<file path="config.mk">
export PLATFORM = sky130hd
export DESIGN_NAME = pipe_hazard_ctrl
export DESIGN_NICKNAME = d
export VERILOG_FILES = /design/src/rtl/pipe_hazard_ctrl.sv
export SDC_FILE = /design/constraint.sdc
export NUM_CORES = 1
export LEC_CHECK = 0
export ABC_AREA = 0
export BUFFER_PORTS_ARGS = -buffer_cell sky130_fd_sc_hd__buf_2
export CAP_MARGIN = 20
export CORE_MARGIN = 1
export CORE_UTILIZATION = 31
export DETAILED_ROUTE_END_ITERATION = 8
export PLACE_DENSITY_LB_ADDON = 0.12
export SETUP_SLACK_MARGIN = 0.4
export SLEW_MARGIN = 20
export SYNTH_ARGS = -nofsm -noshare
export SYNTH_HDL_FRONTEND = slang
export SYNTH_SLANG_ARGS = --single-unit
</file>
<file path="constraint.sdc">
create_clock -name clk -period 1.5 [get_ports clk]
set_input_delay 0.45 -clock clk [delete_from_list [all_inputs] [get_ports clk]]
set_output_delay 0.45 -clock clk [all_outputs]
set_load 0.02 [all_outputs]
</file>
<file path="src/rtl/pipe_hazard_ctrl.sv">
// ============================================================================
//  Module   : pipe_hazard_ctrl
//  Brief    : Pipeline hold/flush arbiter for the IF/ID and ID/EX registers.
//             Optional perf counters are enabled by PIPE_HAZARD_PERF_EN.
//  Revision : 1.0 - initial release
// ============================================================================
`default_nettype none

module pipe_hazard_ctrl #(
    parameter int FLUSH_CYCLES      = 2,
    parameter int LOAD_STALL_CYCLES = 1
) (
    input  logic        clk,
    input  logic        rst,
    input  logic        jump_flag_i,
    input  logic [31:0] jump_addr_i,
    input  logic        int_assert_i,
    input  logic [31:0] int_addr_i,
    input  logic        hold_ex_i,
    input  logic        hold_bus_i,
    input  logic        load_use_i,
    output logic [2:0]  hold_flag_o,
    output logic        flush_idex_o,
    output logic        jump_flag_o,
    output logic [31:0] jump_addr_o,
    output logic        busy_o
`ifdef PIPE_HAZARD_PERF_EN
    ,
    output logic [31:0] perf_flush_cnt_o,
    output logic [31:0] perf_stall_cnt_o
`endif
);

    localparam logic [2:0] c_HOLD_NONE   = 3'd0;
    localparam logic [2:0] c_HOLD_IF     = 3'd2;
    localparam logic [2:0] c_HOLD_ID     = 3'd3;
    localparam logic [2:0] c_FLUSH_INIT  = 3'(FLUSH_CYCLES - 1);
    localparam logic [2:0] c_LDSTL_INIT  = 3'(LOAD_STALL_CYCLES - 1);

    typedef enum logic [1:0] {
        ST_IDLE    = 2'd0,
        ST_FLUSH   = 2'd1,
        ST_LDSTALL = 2'd2
    } state_t;

    state_t     r_state;
    state_t     w_state_nxt;
    logic [2:0] r_cnt;
    logic [2:0] w_cnt_nxt;
    logic       w_redirect;
    logic       w_hold_req;

    assign w_redirect = int_assert_i | jump_flag_i;
    assign w_hold_req = hold_ex_i | hold_bus_i;

    always_ff @(posedge clk) begin
        if (!rst) begin
            r_state <= ST_IDLE;
            r_cnt   <= 3'd0;
        end else begin
            r_state <= w_state_nxt;
            r_cnt   <= w_cnt_nxt;
        end
    end

    // Outputs are the max of the registered state's level and the same-cycle
    // request level; everything collapses to zero while reset is held.
    always_comb begin
        w_state_nxt  = r_state;
        w_cnt_nxt    = r_cnt;
        hold_flag_o  = c_HOLD_NONE;
        flush_idex_o = 1'b0;
        jump_flag_o  = 1'b0;
        jump_addr_o  = 32'd0;
        busy_o       = 1'b0;
        if (rst) begin
            busy_o = (r_state != ST_IDLE);
            if (w_redirect) begin
                jump_flag_o  = 1'b1;
                jump_addr_o  = int_assert_i ? int_addr_i : jump_addr_i;
                hold_flag_o  = c_HOLD_ID;
                flush_idex_o = 1'b1;
                if (FLUSH_CYCLES > 1) begin
                    w_state_nxt = ST_FLUSH;
                    w_cnt_nxt   = c_FLUSH_INIT;
                end else begin
                    w_state_nxt = ST_IDLE;
                    w_cnt_nxt   = 3'd0;
                end
            end else begin
                case (r_state)
                    ST_FLUSH: begin
                        hold_flag_o  = c_HOLD_ID;
                        flush_idex_o = 1'b1;
                        if (r_cnt <= 3'd1) begin
                            w_state_nxt = ST_IDLE;
                            w_cnt_nxt   = 3'd0;
                        end else begin
                            w_cnt_nxt = r_cnt - 3'd1;
                        end
                    end
                    ST_LDSTALL: begin
                        flush_idex_o = 1'b1;
                        if (w_hold_req) begin
                            hold_flag_o = c_HOLD_ID;
                        end else begin
                            hold_flag_o = c_HOLD_IF;
                            if (r_cnt <= 3'd1) begin
                                w_state_nxt = ST_IDLE;
                                w_cnt_nxt   = 3'd0;
                            end else begin
                                w_cnt_nxt = r_cnt - 3'd1;
                            end
                        end
                    end
                    default: begin
                        if (w_hold_req) begin
                            hold_flag_o = c_HOLD_ID;
                        end else if (load_use_i) begin
                            hold_flag_o  = c_HOLD_IF;
                            flush_idex_o = 1'b1;
                            if (LOAD_STALL_CYCLES > 1) begin
                                w_state_nxt = ST_LDSTALL;
                                w_cnt_nxt   = c_LDSTL_INIT;
                            end
                        end
                    end
                endcase
            end
        end
    end

`ifdef PIPE_HAZARD_PERF_EN
    logic [31:0] r_perf_flush;
    logic [31:0] r_perf_stall;

    always_ff @(posedge clk) begin
        if (!rst) begin
            r_perf_flush <= 32'd0;
            r_perf_stall <= 32'd0;
        end else begin
            if (flush_idex_o && (r_perf_flush != 32'hFFFF_FFFF)) begin
                r_perf_flush <= r_perf_flush + 32'd1;
            end
            if ((hold_flag_o != c_HOLD_NONE) && !flush_idex_o &&
                (r_perf_stall != 32'hFFFF_FFFF)) begin
                r_perf_stall <= r_perf_stall + 32'd1;
            end
        end
    end

    assign perf_flush_cnt_o = r_perf_flush;
    assign perf_stall_cnt_o = r_perf_stall;
`endif

endmodule

`default_nettype wire

</file>
Word-level counts from Yosys, hierarchy flattened
Index checks and enable logic that the tools add are counted.
{"block": "op_classes", "add_sub_neg": 1, "multipliers": 0, "n_div": 0, "order_cmp": 1, "n_eq_ne": 4, "n_shift": 0, "muxes": 25, "bitwise": 3, "n_reduce_logical": 7}
{"cell": "two-way mux 32 bit", "count": 3}
{"cell": "two-way mux 2 bit", "count": 6}
{"cell": "two-way mux 1 bit", "count": 11}
{"cell": "one-hot mux 2 bit (2 select lines)", "count": 2}
{"cell": "two-way mux 3 bit", "count": 2}
{"cell": "one-hot mux 3 bit (2 select lines)", "count": 1}
{"cell": "AND reduction 2 bit", "count": 2}
{"cell": "nonzero test 2 bit", "count": 2}
{"cell": "OR reduction 2 bit", "count": 2}
{"cell": "<= comparator 3 x 1 -> 1 bit (second input constant)", "count": 1}
{"cell": "inequality test 3 bit (second input constant)", "count": 1}
{"cell": "nonzero test 3 bit", "count": 1}
{"cell": "subtractor 3 x 1 -> 3 bit (second input constant)", "count": 1}
{"cell": "== test 2 x 1 -> 1 bit (second input constant)", "count": 1}
{"cell": "== test 2 bit (second input constant)", "count": 1}
{"cell": "inequality test 2 bit (second input constant)", "count": 1}
{"cell": "OR 1 bit", "count": 2}
{"cell": "inverter 1 bit", "count": 1}
{"block": "totals", "ff_bits": 5, "latch_bits": 0, "ram_bits": 0, "rom_bits": 0, "out_inout_bits": 38, "word_cells": 45, "memories": 0}

Longest topological paths before layout
{"block": "depth", "ltp_word": 5, "depth_mapped": 5}

Worst setup path after synthesis
No wires, ideal clock.
{"block": "synth_path", "kind": "input-to-output", "startpoint": "input port int_assert_i", "endpoint": "output port jump_addr_o[10]", "arrival_time_ps": 1119, "t_required_ps": 1050, "slack_ps": -69, "path_stages": 4, "n_path_buf": 2, "path_cell_list": "buf_6 buf_8 mux2i_1 nor2_1"}
{"block": "synth_between", "elab_chain_len": 3, "elab_cells_between_ends": 4}
{"element": "start: declaration", "line_no": "17", "source": "input logic int_assert_i,"}
{"element": "two-way mux 32 bit / OR 1 bit (equally long branches)", "line_no": "80, 53"}
{"element": "two-way mux 32 bit (*)", "line_no": "78", "source": "if (w_redirect) begin"}
{"element": "two-way mux 32 bit (*)", "line_no": "76", "source": "if (rst) begin"}
{"element": "end: declaration", "line_no": "25", "source": "output logic [31:0] jump_addr_o,"}
Mark *: on every way between the ends. The rest lies on a longest branch, timed or not.

Worst setup path in the final report
{"block": "layout_path", "startpoint": "input port int_assert_i", "endpoint": "output port jump_addr_o[0]"}
Same word-level chain as after synthesis.

==> results.md <==
- Period utilization: 117%
- Post-Place Cells: 249
- WS Path Type: in -> out
- Unique masters post-synth: 23
- Finished Layout Cells: 263
- Most common cell after layout, fill and taps aside: buf_2
- Max-cap violation count: 0
- Num ports: 109
- Drt wl/cell: 13.2 µm
- Clock power frac: 14.7%
- Fin nets: 308
- Post-synthesis sequential area ratio: 9.74%
- Post-synthesis cell count: 109
- Leak pwr: 1.05 nW
- Gr usage total: 19.7%
- Drt drc: 0
- Initial drt markers: 7
- Die width: 53.5 µm
- Most frequent cells in the layout: 72 x buf_2, 37 x buf_6, 31 x mux2i_1
- Area of the core: 2500 µm²
- Pre-antenna DRT Iters: 4
- Via count: 1250
- Hold Crit Depth: 2
- Antenna diodes: 0
- Worst Path Arrival: 1.30 ns
- Hold buffers post-CTS: 0
- Post-Route WL: 3470 µm
- Pin count of the biggest net entering global routing: 22
- Die Ht: 53.5 µm
- Post-route minimum period: 1.75 ns
- Place WS: -0.281 ns
- EDFF count, synth: 0
- Synth warn: 0
- Final setup violation count: 36
- Clock sinks: 4
- Sw Ratio: 39.4%
- First-pass GRT wire length: 4150 µm
- Worst-path clk slew: 0.04 ns
- Via-per-instance ratio: 4.75
- TritonCTS buffer count: 3
- CTS tree: yes
- Layout cells sized above 1: 77.7%
- Pint: 546 µW
- Area grow syn2layout: 147%
- Max-slew violation count: 0
- Crit. End Element: output pin
- Req. time, crit path: 1.05 ns
- DIE AREA: 2860 µm²
- IO buf count: 107
- CP startpoint kind: primary input
- Failing checks: setup timing
- Power Density: 443 nW/µm²
- Gpl congestion: 0.710
- Starting Density: 32.9%
- Antenna violations before repair: 0
- Clk Latency, worst-skew pair: 0.23 ns
- CP max FO: 8
- H-tree depth: 1
- Max Clock Skew: 0.00161 ns
- Global route overflow: 0
- RSZ-0062 raised after global routing: yes
- # rows: 18
- CTS root buffer: clkbuf_4
- Setup TNS: -7.96 ns
- Worst Reg-to-Reg Cells: 5
- Sw power: 355 µW
- Comb power frac: 72.0%
- Synthesized area: 822 µm²
- Hold Path Class: reg -> reg
- Worst VDD drop: 388 µV
- Post-synth top flop: dfxtp_1
- Post-DRT Antenna Nets: 0
- Setup ws final: -0.248 ns
- Syn_nets: 182
- FMAX: 572 MHz
- Hpwl dp: 2200 µm
- Vias in the first global route: 1033
- Post-synthesis async set-or-reset flop share: 0%
- Status: finished, violations left
- Seq pwr share: 13.3%
- Syn avg cell area: 7.54 µm²
- Hold Vio Cnt, Final: 0
- Yosys reg bits: 4
- CTS Buffer Depth: 2
cell type report:
type	instances	area [µm²]
multi-input combinational	91	821
inverter	6	32.5
fill	177	465
clock buffer	3	22.5
timing repair buffer	129	1030
tap	30	37.5
sequential	4	86.3
power by group through the flow:
stage / logic, mW / clock network, mW / registers (mW)
2_1_floorplan: 0.300 / 0 / 0.119
3_3_place_gp: 0.475 / 0 / 0.118
3_5_place_dp: 0.485 / 0 / 0.118
4_1_cts: 0.572 / 0.139 / 0.118
5_1_grt: 0.690 / 0.147 / 0.120
6_report: 0.649 / 0.132 / 0.120
stage by stage:
step	hold slack [ns]	utilization (%)	instance area, µm²	power, mW
floorplan	0.490	-	945	0.420
global placement	0.502	62.3	1560	0.593
detailed placement	0.507	62.3	1560	0.604
CTS	0.516	73.4	1830	0.828
global route	0.533	81.4	2030	0.957
finish	0.515	81.4	2030	0.901
registers in the layout, summed over array words and instances, names as in the netlist:
| register | cells |
|---|---|
| r_state | 1 |
| r_cnt | 3 |
cells in the mapped netlist (2+ instances only):
library cell	count	area, µm²
nor2_1	35	131
buf_8	3	45.0
buf_6	4	45.0
a21oi_1	2	10.0
nor3_1	2	10.0
nand2_1	4	15.0
dfxtp_1	4	80.1
ha_1	2	25.0
a31oi_1	2	12.5
inv_1	6	22.5
mux2i_1	32	320
o21ai_0	2	10.0
worst paths after layout:
path	start	endpoint	slack (ns)
setup / recovery	int_assert_i	jump_addr_o[0]	-0.25
hold / removal	r_cnt[1]$_SDFFE_PP0P_	r_cnt[1]$_SDFFE_PP0P_	0.52
setup reg to reg	r_cnt[1]$_SDFFE_PP0P_	r_cnt[2]$_SDFFE_PP0P_	0.41
hold reg to reg	r_cnt[1]$_SDFFE_PP0P_	r_cnt[1]$_SDFFE_PP0P_	0.52
cell families after synthesis:
| kind of cell | synth area share (%) |
|---|---|
| flip-flops | 9.74 |
| buffers and inverters | 14.6 |
| AND/OR/NAND/NOR | 21.3 |
| adder cells (fa/ha/maj) | 3.04 |
| multiplexers | 39.0 |
| XOR/XNOR | 1.07 |
| AO/OA/AOI/OAI | 10.8 |
| other | 0.456 |
worst max-delay path, cell delays in order:
cell and delay (ns):
buf_8 0.10, buf_12 0.12, o21ai_4 0.13, buf_6 0.14, buf_12 0.14, nor2_1 0.05, buf_4 0.15
routing by layer:
layer  vias to the layer above  wire, µm  track usage (%)
li1                        618         -                -
met1                       566      1160             19.5
met2                        62      2060             40.0
met3                         4       208             3.16
met4                         0        42             6.58
met5                         -         0                0
timing repair:
item                                    CTS  global route
resized for setup                        48            53
cloned                                    1             1
buffers inserted                          9             0
pin swaps                                 9            10
endpoints found under the setup margin   41            41
hold endpoints to repair                  0             0
No activity file was read; power rests on OpenSTA's default activity.
